[src/rtl/intr_edge_pending_if.sv]
// Bus between the interrupt pending controller (slave) and its consumer and
// source side (master): levels, mask, claim/complete handshake, lost flags.
interface intr_edge_pending_if #(
    parameter int INTR_WIDTH = 8,
    parameter int ID_WIDTH   = 3
);
    logic [INTR_WIDTH-1:0] intr_in;
    logic [INTR_WIDTH-1:0] intr_mask;
    logic                  irq_out;
    logic                  claim_valid;
    logic [ID_WIDTH-1:0]   claim_id;
    logic                  claim_ready;
    logic                  complete_valid;
    logic [ID_WIDTH-1:0]   complete_id;
    logic [INTR_WIDTH-1:0] lost;
    logic [INTR_WIDTH-1:0] lost_clr;

    modport master (
        output intr_in, intr_mask, claim_ready, complete_valid, complete_id, lost_clr,
        input  irq_out, claim_valid, claim_id, lost
    );

    modport slave (
        input  intr_in, intr_mask, claim_ready, complete_valid, complete_id, lost_clr,
        output irq_out, claim_valid, claim_id, lost
    );
endinterface

[src/rtl/intr_edge_pending.sv]
// Rising-edge interrupt pending controller: per-source edge latch cells plus a
// lowest-index-first claim FSM with a one-cycle gap after every accept.
module intr_src_cell (
    input  logic clk,
    input  logic rst,
    input  logic in_i,
    input  logic accept_i,
    input  logic complete_i,
    input  logic lost_clr_i,
    output logic pending_o,
    output logic in_svc_o,
    output logic lost_o
);
    logic in_q, prev_q, pending_q, in_svc_q, lost_q;
    logic pending_d, in_svc_d, lost_d, edge_det;

    assign edge_det  = in_q & ~prev_q;
    // New edges win over the clearing events on the same cycle.
    assign pending_d = edge_det | (pending_q & ~accept_i);
    assign lost_d    = (edge_det & pending_q & ~accept_i) | (lost_q & ~lost_clr_i);
    assign in_svc_d  = accept_i | (in_svc_q & ~complete_i);

    always_ff @(posedge clk or posedge rst) begin
        if (rst) begin
            in_q      <= 1'b0;
            prev_q    <= 1'b0;
            pending_q <= 1'b0;
            in_svc_q  <= 1'b0;
            lost_q    <= 1'b0;
        end else begin
            in_q      <= in_i;
            prev_q    <= in_q;
            pending_q <= pending_d;
            in_svc_q  <= in_svc_d;
            lost_q    <= lost_d;
        end
    end

    assign pending_o = pending_q;
    assign in_svc_o  = in_svc_q;
    assign lost_o    = lost_q;
endmodule

module intr_edge_pending #(
    parameter int INTR_WIDTH = 8,
    parameter int ID_WIDTH   = 3
) (
    input  logic              clk,
    input  logic              rst,
    intr_edge_pending_if.slave bus
);
    typedef enum logic [1:0] {IDLE, OFFER, GAP} state_t;

    state_t                state_q;
    logic                  claim_valid_q, irq_q;
    logic [ID_WIDTH-1:0]   claim_id_q, low_id;
    logic [INTR_WIDTH-1:0] pending, in_svc, lost_bits, cand;
    logic [INTR_WIDTH-1:0] offered, accept, complete;
    logic                  accept_any, withdraw;

    assign cand       = pending & bus.intr_mask & ~in_svc;
    assign accept_any = (state_q == OFFER) && bus.claim_ready;
    assign accept     = offered & {INTR_WIDTH{accept_any}};
    assign withdraw   = ~|(offered & bus.intr_mask);

    // Out-of-range complete ids decode to no source and are dropped.
    for (genvar g = 0; g < INTR_WIDTH; g++) begin : g_src
        assign offered[g]  = (claim_id_q == ID_WIDTH'(g));
        assign complete[g] = bus.complete_valid && (bus.complete_id == ID_WIDTH'(g));
        intr_src_cell u_cell (
            .clk        (clk),
            .rst        (rst),
            .in_i       (bus.intr_in[g]),
            .accept_i   (accept[g]),
            .complete_i (complete[g]),
            .lost_clr_i (bus.lost_clr[g]),
            .pending_o  (pending[g]),
            .in_svc_o   (in_svc[g]),
            .lost_o     (lost_bits[g])
        );
    end

    always_comb begin
        low_id = '0;
        for (int i = INTR_WIDTH - 1; i >= 0; i--)
            if (cand[i]) low_id = ID_WIDTH'(i);
    end

    always_ff @(posedge clk or posedge rst) begin
        if (rst) begin
            state_q       <= IDLE;
            claim_valid_q <= 1'b0;
            claim_id_q    <= '0;
            irq_q         <= 1'b0;
        end else begin
            irq_q <= |cand;
            case (state_q)
                IDLE: if (|cand) begin
                    claim_id_q    <= low_id;
                    claim_valid_q <= 1'b1;
                    state_q       <= OFFER;
                end
                // Offer is held without preemption; only accept or mask-off ends it.
                OFFER: if (bus.claim_ready) begin
                    claim_valid_q <= 1'b0;
                    state_q       <= GAP;
                end else if (withdraw) begin
                    claim_valid_q <= 1'b0;
                    state_q       <= IDLE;
                end
                GAP:     state_q <= IDLE;
                default: state_q <= IDLE;
            endcase
        end
    end

    assign bus.irq_out     = irq_q;
    assign bus.claim_valid = claim_valid_q;
    assign bus.claim_id    = claim_id_q;
    assign bus.lost        = lost_bits;
endmodule

[src/flat_wrapper.sv]
// flat-port wrapper written by rule: the top's interface ports become plain ports
module intr_edge_pending_flat 
#(
    parameter int INTR_WIDTH = 8,
    parameter int ID_WIDTH   = 3
)
  (clk, rst, bus_intr_in, bus_intr_mask, bus_claim_ready, bus_complete_valid, bus_complete_id, bus_lost_clr, bus_irq_out, bus_claim_valid, bus_claim_id, bus_lost);
  intr_edge_pending_if #(.INTR_WIDTH(INTR_WIDTH), .ID_WIDTH(ID_WIDTH)) bus_i ();
  input  logic clk;
  input  logic rst;
  input wire logic [$bits(bus_i.intr_in)-1:0] bus_intr_in;
  input wire logic [$bits(bus_i.intr_mask)-1:0] bus_intr_mask;
  input wire logic [$bits(bus_i.claim_ready)-1:0] bus_claim_ready;
  input wire logic [$bits(bus_i.complete_valid)-1:0] bus_complete_valid;
  input wire logic [$bits(bus_i.complete_id)-1:0] bus_complete_id;
  input wire logic [$bits(bus_i.lost_clr)-1:0] bus_lost_clr;
  output wire logic [$bits(bus_i.irq_out)-1:0] bus_irq_out;
  output wire logic [$bits(bus_i.claim_valid)-1:0] bus_claim_valid;
  output wire logic [$bits(bus_i.claim_id)-1:0] bus_claim_id;
  output wire logic [$bits(bus_i.lost)-1:0] bus_lost;
  assign bus_i.intr_in = bus_intr_in;
  assign bus_i.intr_mask = bus_intr_mask;
  assign bus_i.claim_ready = bus_claim_ready;
  assign bus_i.complete_valid = bus_complete_valid;
  assign bus_i.complete_id = bus_complete_id;
  assign bus_i.lost_clr = bus_lost_clr;
  assign bus_irq_out = bus_i.irq_out;
  assign bus_claim_valid = bus_i.claim_valid;
  assign bus_claim_id = bus_i.claim_id;
  assign bus_lost = bus_i.lost;
  intr_edge_pending #(.INTR_WIDTH(INTR_WIDTH), .ID_WIDTH(ID_WIDTH)) u_core (.clk(clk), .rst(rst), .bus(bus_i));
endmodule
[config.mk]
export PLATFORM = sky130hd
export DESIGN_NAME = intr_edge_pending_flat
export DESIGN_NICKNAME = d
export VERILOG_FILES = /design/src/rtl/intr_edge_pending_if.sv /design/src/rtl/intr_edge_pending.sv /design/src/flat_wrapper.sv
export SDC_FILE = /design/constraint.sdc
export NUM_CORES = 1
export LEC_CHECK = 0
export CAP_MARGIN = 20
export CORE_UTILIZATION = 50
export DETAILED_ROUTE_END_ITERATION = 16
export PLACE_DENSITY_LB_ADDON = 0.25
export SLEW_MARGIN = 20
export SYNTH_ARGS = -nofsm -noshare
export SYNTH_HDL_FRONTEND = slang
export SYNTH_HIERARCHICAL = 1
export SYNTH_SLANG_ARGS = --single-unit
[constraint.sdc]
create_clock -name clk -period 2.27 [get_ports clk]
set_input_delay 0.3405 -clock clk [delete_from_list [all_inputs] [get_ports clk]]
set_output_delay 0.3405 -clock clk [all_outputs]
set_load 0.02 [all_outputs]
======== Word level (Yosys, flattened, before mapping) ========
Cells that the tools add are included.
cells by class
  bitwise operators ....................... 109
  reduce and logical (&&, ||, !) cells .... 18
  muxes and demuxes ....................... 16
  eq/ne operators ......................... 17
operators with widths
  cell                  number
  $and A1 B1 Y1         48
  $and A8 B8 Y8         4
  $not A1 Y1            32
  $eq A3 B3 Y1 const B  8
  $mux W3               8
  $or A1 B1 Y1          24
  $reduce_or A8 Y1      2
  $eq A3 B2 Y1 const B  4
  $logic_and A1 B1 Y1   9
  $not A8 Y8            1
  $eq A3 B1 Y1 const B  2
  $logic_not A3 Y1      2
  $mux W2               3
  $pmux W2 S2           1
  $reduce_and A2 Y1     2
  $mux W1               3
  $ne A3 B3 Y1 const B  1
  $reduce_and A3 Y1     1
  $eq A2 B1 Y1 const B  1
  $logic_not A2 Y1      1
  $ne A2 B1 Y1 const B  1
  $pmux W1 S2           1
  $reduce_bool A2 Y1    1
storage, ports and cells
  output and inout bits ................... 13
  input port bits ......................... 31
  bits in registers ....................... 47
  logic and storage cells ................. 204

======== Logic depth before layout (Yosys ltp) ========
  depth after elaboration ................. 10
  gate-level depth with buffers ........... 6
  mapped depth without buffers ............ 6

======== Modules after synthesis ========
Netlist, hierarchy kept.
by module, submodules not included
  module             sequential area each (um^2)  area each (um^2)  instances  cells an instance
  intr_src_cell      125.1                        172.7             8          13
  intr_edge_pending  175.2                        686.9             1          84

======== Worst setup path after synthesis ========
No wires, ideal clock.
  path kind ............................... reg2reg
  from .................................... reg u_core.claim_id_q[2] (netlist: u_core/bus.claim_id[2])
  to ...................................... reg u_core.claim_valid_q (netlist: u_core/bus.claim_valid)
  arrival ................................. 1.348 ns
  stages on the path, launching flop included .. 6
  required time ........................... 2.125 ns
  path slack .............................. 0.777 ns
  library setup time ...................... 0.145 ns
  period minus slack after synthesis ...... 1.493 ns
  buffers on the path ..................... 1
  cells stage by stage .................... dfrtp_1 buf_6 nor4bb_1 a41o_1 o311ai_2 a221oi_2
on the way
  word-level cells in the longest chain between the ends .. 5
  elaborated cells on any way between the ends .. 12
  those cells by class .................... eq/ne (8); bitwise (1); reduce/logical (3)
RTL lines
  element                                     RTL line                  source
  start, declared                             intr_edge_pending.sv:56   logic [ID_WIDTH-1:0] claim_id_q, low_id;
  start signal, assigned                      intr_edge_pending.sv:99   claim_id_q <= low_id;
  $eq A3 B1 Y1, or another cell as far along  intr_edge_pending.sv:68   assign offered[g] = (claim_id_q == ID_WIDTH'(g));
  $and A8 B8 Y8 *                             intr_edge_pending.sv:64   assign withdraw = ~|(offered & bus.intr_mask);
  $reduce_or A8 Y1 *                          intr_edge_pending.sv:64
  $ne A3 B3 Y1 (no line) *                    -
  $reduce_and A3 Y1 (no line) *               -
  end signal, assigned                        intr_edge_pending.sv:92   claim_valid_q <= 1'b0;
  end signal, assigned                        intr_edge_pending.sv:100  claim_valid_q <= 1'b1;
  end signal, assigned                        intr_edge_pending.sv:105  claim_valid_q <= 1'b0;
  end, declared                               intr_edge_pending.sv:55   logic claim_valid_q, irq_q;
Mark *: on every way between the ends. The rest lies on a longest branch, timed or not.
A chain may end at the register's enable or synchronous reset.

======== Worst setup path in the final report ========
  from .................................... reg u_core.claim_id_q[1] (netlist: u_core/bus.claim_id[1])
  to ...................................... out bus_claim_id[1]
RTL lines
  element        RTL line            source
  end, declared  flat_wrapper.sv:19  output wire logic [$bits(bus_i.claim_id)-1:0] bus_claim_id;
No word-level cell between the ends.

==> results <==
- The run finished with clean final reports.
- The number of hold-slack violations in the final timing report is 0.
- The number of enable-type register cells in the synthesized netlist is 0.
- The synthesized flop and latch total is between 40 and 50.
- The TritonCTS clock tree is built.
- The peak fanout along the critical path is 10.
- The number of antenna diodes in the final layout is 0.
- The horizontal die dimension is between 60 and 70 um.
- The average instance in the mapped netlist occupies between 10 and 15 um2.
- The count of TritonRoute iterations in the first routing pass is 5.
- Entering global routing, the biggest net connects 14 pins.
- The netlist uses 31 different library cells.
- The final wirelength is around 4000 um.
- The critical path's top delay family is buffers and inverters.
- Counting tap cells, the placed design contains a total of 279 instances.
- The worst hold path startpoint is u_core/g_src[5].u_cell/in_q$_DFF_PP0_.
- The placed instances occupy a cell area of roughly 0.0025 mm2.
- The worst hold path belongs to the class reg2reg.
- For this design, the CTS-stage hold fixing added 0 buffers.
- For the pin with the worst max-slew slack, the measured transition is approximately 0.44 ns.
- The worst setup path is of the reg2out kind.
- The via count of the first global-routing pass is around 1400.
- Dividing the final minimum period by the clock period gives 0.831.
- After synthesis, the cell types taking the most area are sky130_fd_sc_hd__dfrtp_1, sky130_fd_sc_hd__nand2b_1, sky130_fd_sc_hd__inv_1.
- In this run the cell area of the synthesized design comes to 0.00207 mm2.
- After floorplanning, the core was sized to cover ~0.0040 mm2.
- The quantity of I/O buffers inserted on ports is 43.
- STA puts the critical path data required time at slightly below 2 ns.
- The clock drives 47 sinks.
- The maximum buffer depth of the clock tree is 2.
- The synthesized netlist net count is around 220.
- The number of gates resized after cts is 0.
- The headroom to the max-slew limit is 0.703.
- The reg-to-reg critical path startpoint is u_core/state_q[1]$_DFFE_PP0P_.
- The count of final max-slew check failures is 0.
- For this design, the slowest cell found on the critical path is sky130_fd_sc_hd__clkdlybuf4s50_1.
- The global-route wire length before repair is 6310 um.
- The H-tree was split into 2 levels.
- The type of origin of the critical path is a flip-flop.
- Detailed placement finished with a half-perimeter wire length of 3070 um.
- In the final layout, the share of cells above drive strength 1 is 0.0805.
- The worst register-to-register path has a setup slack of ~0.67 ns.
- The number of DRC markers after the initial detailed-route iteration is 78.
- For the worst setup path, the data arrival time is about 1.6 ns.
- The maximum clock skew at final layout is between 0.008 and 0.009 ns.
- In the global route stage, overall resource usage came out at 0.200.
- Setup violations remaining at the end of the flow were counted as 0.
- The largest single stage delay on the critical path is ~0.7 ns.
- IR analysis of the VDD net gives a maximum drop of 0.559 mV.
- The initial antenna violation count was 0.
- The critical path goes through clkdlybuf4s50_1.
- The number of violations of the max-capacitance limit is 0.
- At the end of the flow, the number of nets in the layout was roughly 270.
- The initialized floorplan defines 23 standard-cell rows.
- During synthesis, Yosys emitted a total of 6 warnings.
- The congestion estimate from routability-driven global placement came to between 0.8 and 0.9.
- Once the clock tree was built, the setup fixing pass inserted 0 buffers.
- The number of buffers inserted during clock tree synthesis is 5.
- The number of cells produced by synthesis is approximately 190.
- After routing the design area is between 0.002 and 0.003 mm2.
- The register clock-pin slew on the reported worst setup and hold paths is roughly 0.08 ns.
- The height of the die is about 66 um.
- The tree is rooted in a sky130_fd_sc_hd__clkbuf_8.
- The share of flip-flops with an asynchronous set or reset after synthesis is 1.00.
- The critical path capture point type is a primary output.
- Power spread over the standard cell area amounts to approximately 1100 mW/mm2.
- Dividing the detail-routed via count by the number of cells gives between 5 and 6.
- The time the final worst path needs with I/O delays and setup is 1.89 ns.
- The critical path starts at u_core/bus.claim_id[1]$_DFFE_PP0P_.
- The analysis attributes to cell leakage a power of 0.00122 uW.
- The combined buffer and inverter count along the critical path is 1.
- The remaining antenna violation count is 0.
- In the routed design, unresolved DRC markers number 0.
- The total number of vias is between 1500 and 2000.
- The most common cell in the netlist is sky130_fd_sc_hd__dfrtp_1.
- The share of synthesized area in the top cell type comes to 0.569.
- For this configuration, the core starts out at a cell density of 0.521.
- The final standard cell count with taps included and fillers excluded is around 290.
- The top flip-flop cell by instance count after synthesis is sky130_fd_sc_hd__dfrtp_1.
- Setup repair after global routing left no endpoint under its margin.
- The area growth from synthesis to layout is 27.7%.
- In the final routed layout, each cell accounts on average for around 14 um.
- The die covers 0.00440 mm2.
- Summed over all layers, the global routing overflow is 0.
- The commonest cells after synthesis are sky130_fd_sc_hd__dfrtp_1, sky130_fd_sc_hd__inv_1, sky130_fd_sc_hd__nand2b_1, sky130_fd_sc_hd__nand2_1, sky130_fd_sc_hd__nor2_1.
- For the worst-skew pair, the clock arrives at the later sink with an insertion delay of 0.30 ns.
- The sum of negative setup slack is 0 ns.
- The number of I/O pins is 44.
- The biggest area contributor in the post-synthesis netlist is sky130_fd_sc_hd__dfrtp_1.
- Of the synthesized area, sequential elements account for 0.569.
- For this run, the top clock speed supported by timing is 0.530 GHz.
## kinds of logic (layout without fill, tap and decap cells)
logic type / after synthesis / count (layout) / synth area share
multiplexers: 3 / 3 / 0.0145
AND/OR/NAND/NOR: 74 / 74 / 0.194
AO/OA/AOI/OAI: 32 / 32 / 0.158
flip-flops: 47 / 47 / 0.569
buffers and inverters: 32 / 80 / 0.0653
## path summary, 6_finish.rpt
path / end / cells after the start
setup / recovery: bus_claim_id[1] / 1
hold / removal: u_core/g_src[5].u_cell/prev_q$_DFF_PP0_ / 0
setup reg to reg: u_core/g_src[2].u_cell/lost_o$_DFF_PP0_ / 6
hold reg to reg: u_core/g_src[5].u_cell/prev_q$_DFF_PP0_ / 0
max in group asynchronous: u_core/bus.claim_id[1]$_DFFE_PP0P_ / 2
min in group asynchronous: u_core/g_src[5].u_cell/prev_q$_DFF_PP0_ / 2
## cell type report
| class | count | area [um2] |
|---|---|---|
| Clock inverter | 1 | 30.0 |
| Tap cell | 50 | 62.6 |
| Inverter | 30 | 113 |
| Clock buffer | 6 | 72.6 |
| Multi-Input combinational cell | 109 | 757 |
| Fill cell | 319 | 1330 |
| Sequential cell | 47 | 1180 |
| Timing Repair Buffer | 43 | 430 |
## cell usage in the layout (no fill, tap or decap), drive strengths merged
master,synthesis,final
nor3,3,3
nor4,1,1
dfrtp,47,47
a31oi,1,1
nor4bb,1,1
clkbuf,0,6
o21a,3,3
and2b,1,1
nand3b,5,5
a221oi,1,1
nor2,17,17
a21o,8,8
mux2i,3,3
o21ai,2,2
a311oi,1,1
inv,30,30
or2,1,1
nand2b,24,24
a41o,1,1
o22ai,9,9
a211oi,1,1
bufinv,0,1
nand2,17,17
clkdlybuf4s50,0,43
o32ai,1,1
and3b,3,3
and2,1,1
o32a,2,2
o41ai,1,1
o311ai,1,1
## per-stage QoR
step	util	setup slack, ns	total power [uW]	hold slack, ns
3_3_place_gp	0.639	0.466	2220	0.356
5_1_grt	0.665	0.331	2990	0.396
3_5_place_dp	0.639	0.405	2250	0.369
6_report	0.665	0.384	2820	0.383
4_1_cts	0.665	0.378	2840	0.386
2_1_floorplan	-	0.777	1930	0.119
## sequential cells by signal (all words and copies together), names as in the netlist, 2 cells and up
signal                         cells
u_core/g_src.u_cell/in_svc_o       8
u_core/g_src.u_cell/in_q           8
u_core/bus.claim_id                3
u_core/g_src.u_cell/lost_o         8
u_core/g_src.u_cell/prev_q         8
u_core/g_src.u_cell/pending_o      8
u_core/state_q                     2
## layer usage
metal	GRT usage	wire length [um]
met5	0	0
met2	0.318	1950
met1	0.261	1790
met3	0.0569	184
met4	0.0718	57
## report_power, final
group          switching (uW)  total, uW  internal [uW]  leakage [uW]
clock                     253        576            323     0.0000513
combinational             519       1030            507      0.000625
sequential                177       1220           1040      0.000542
total                     950       2820           1870       0.00122
No activity file was read; power rests on OpenSTA's default activity.
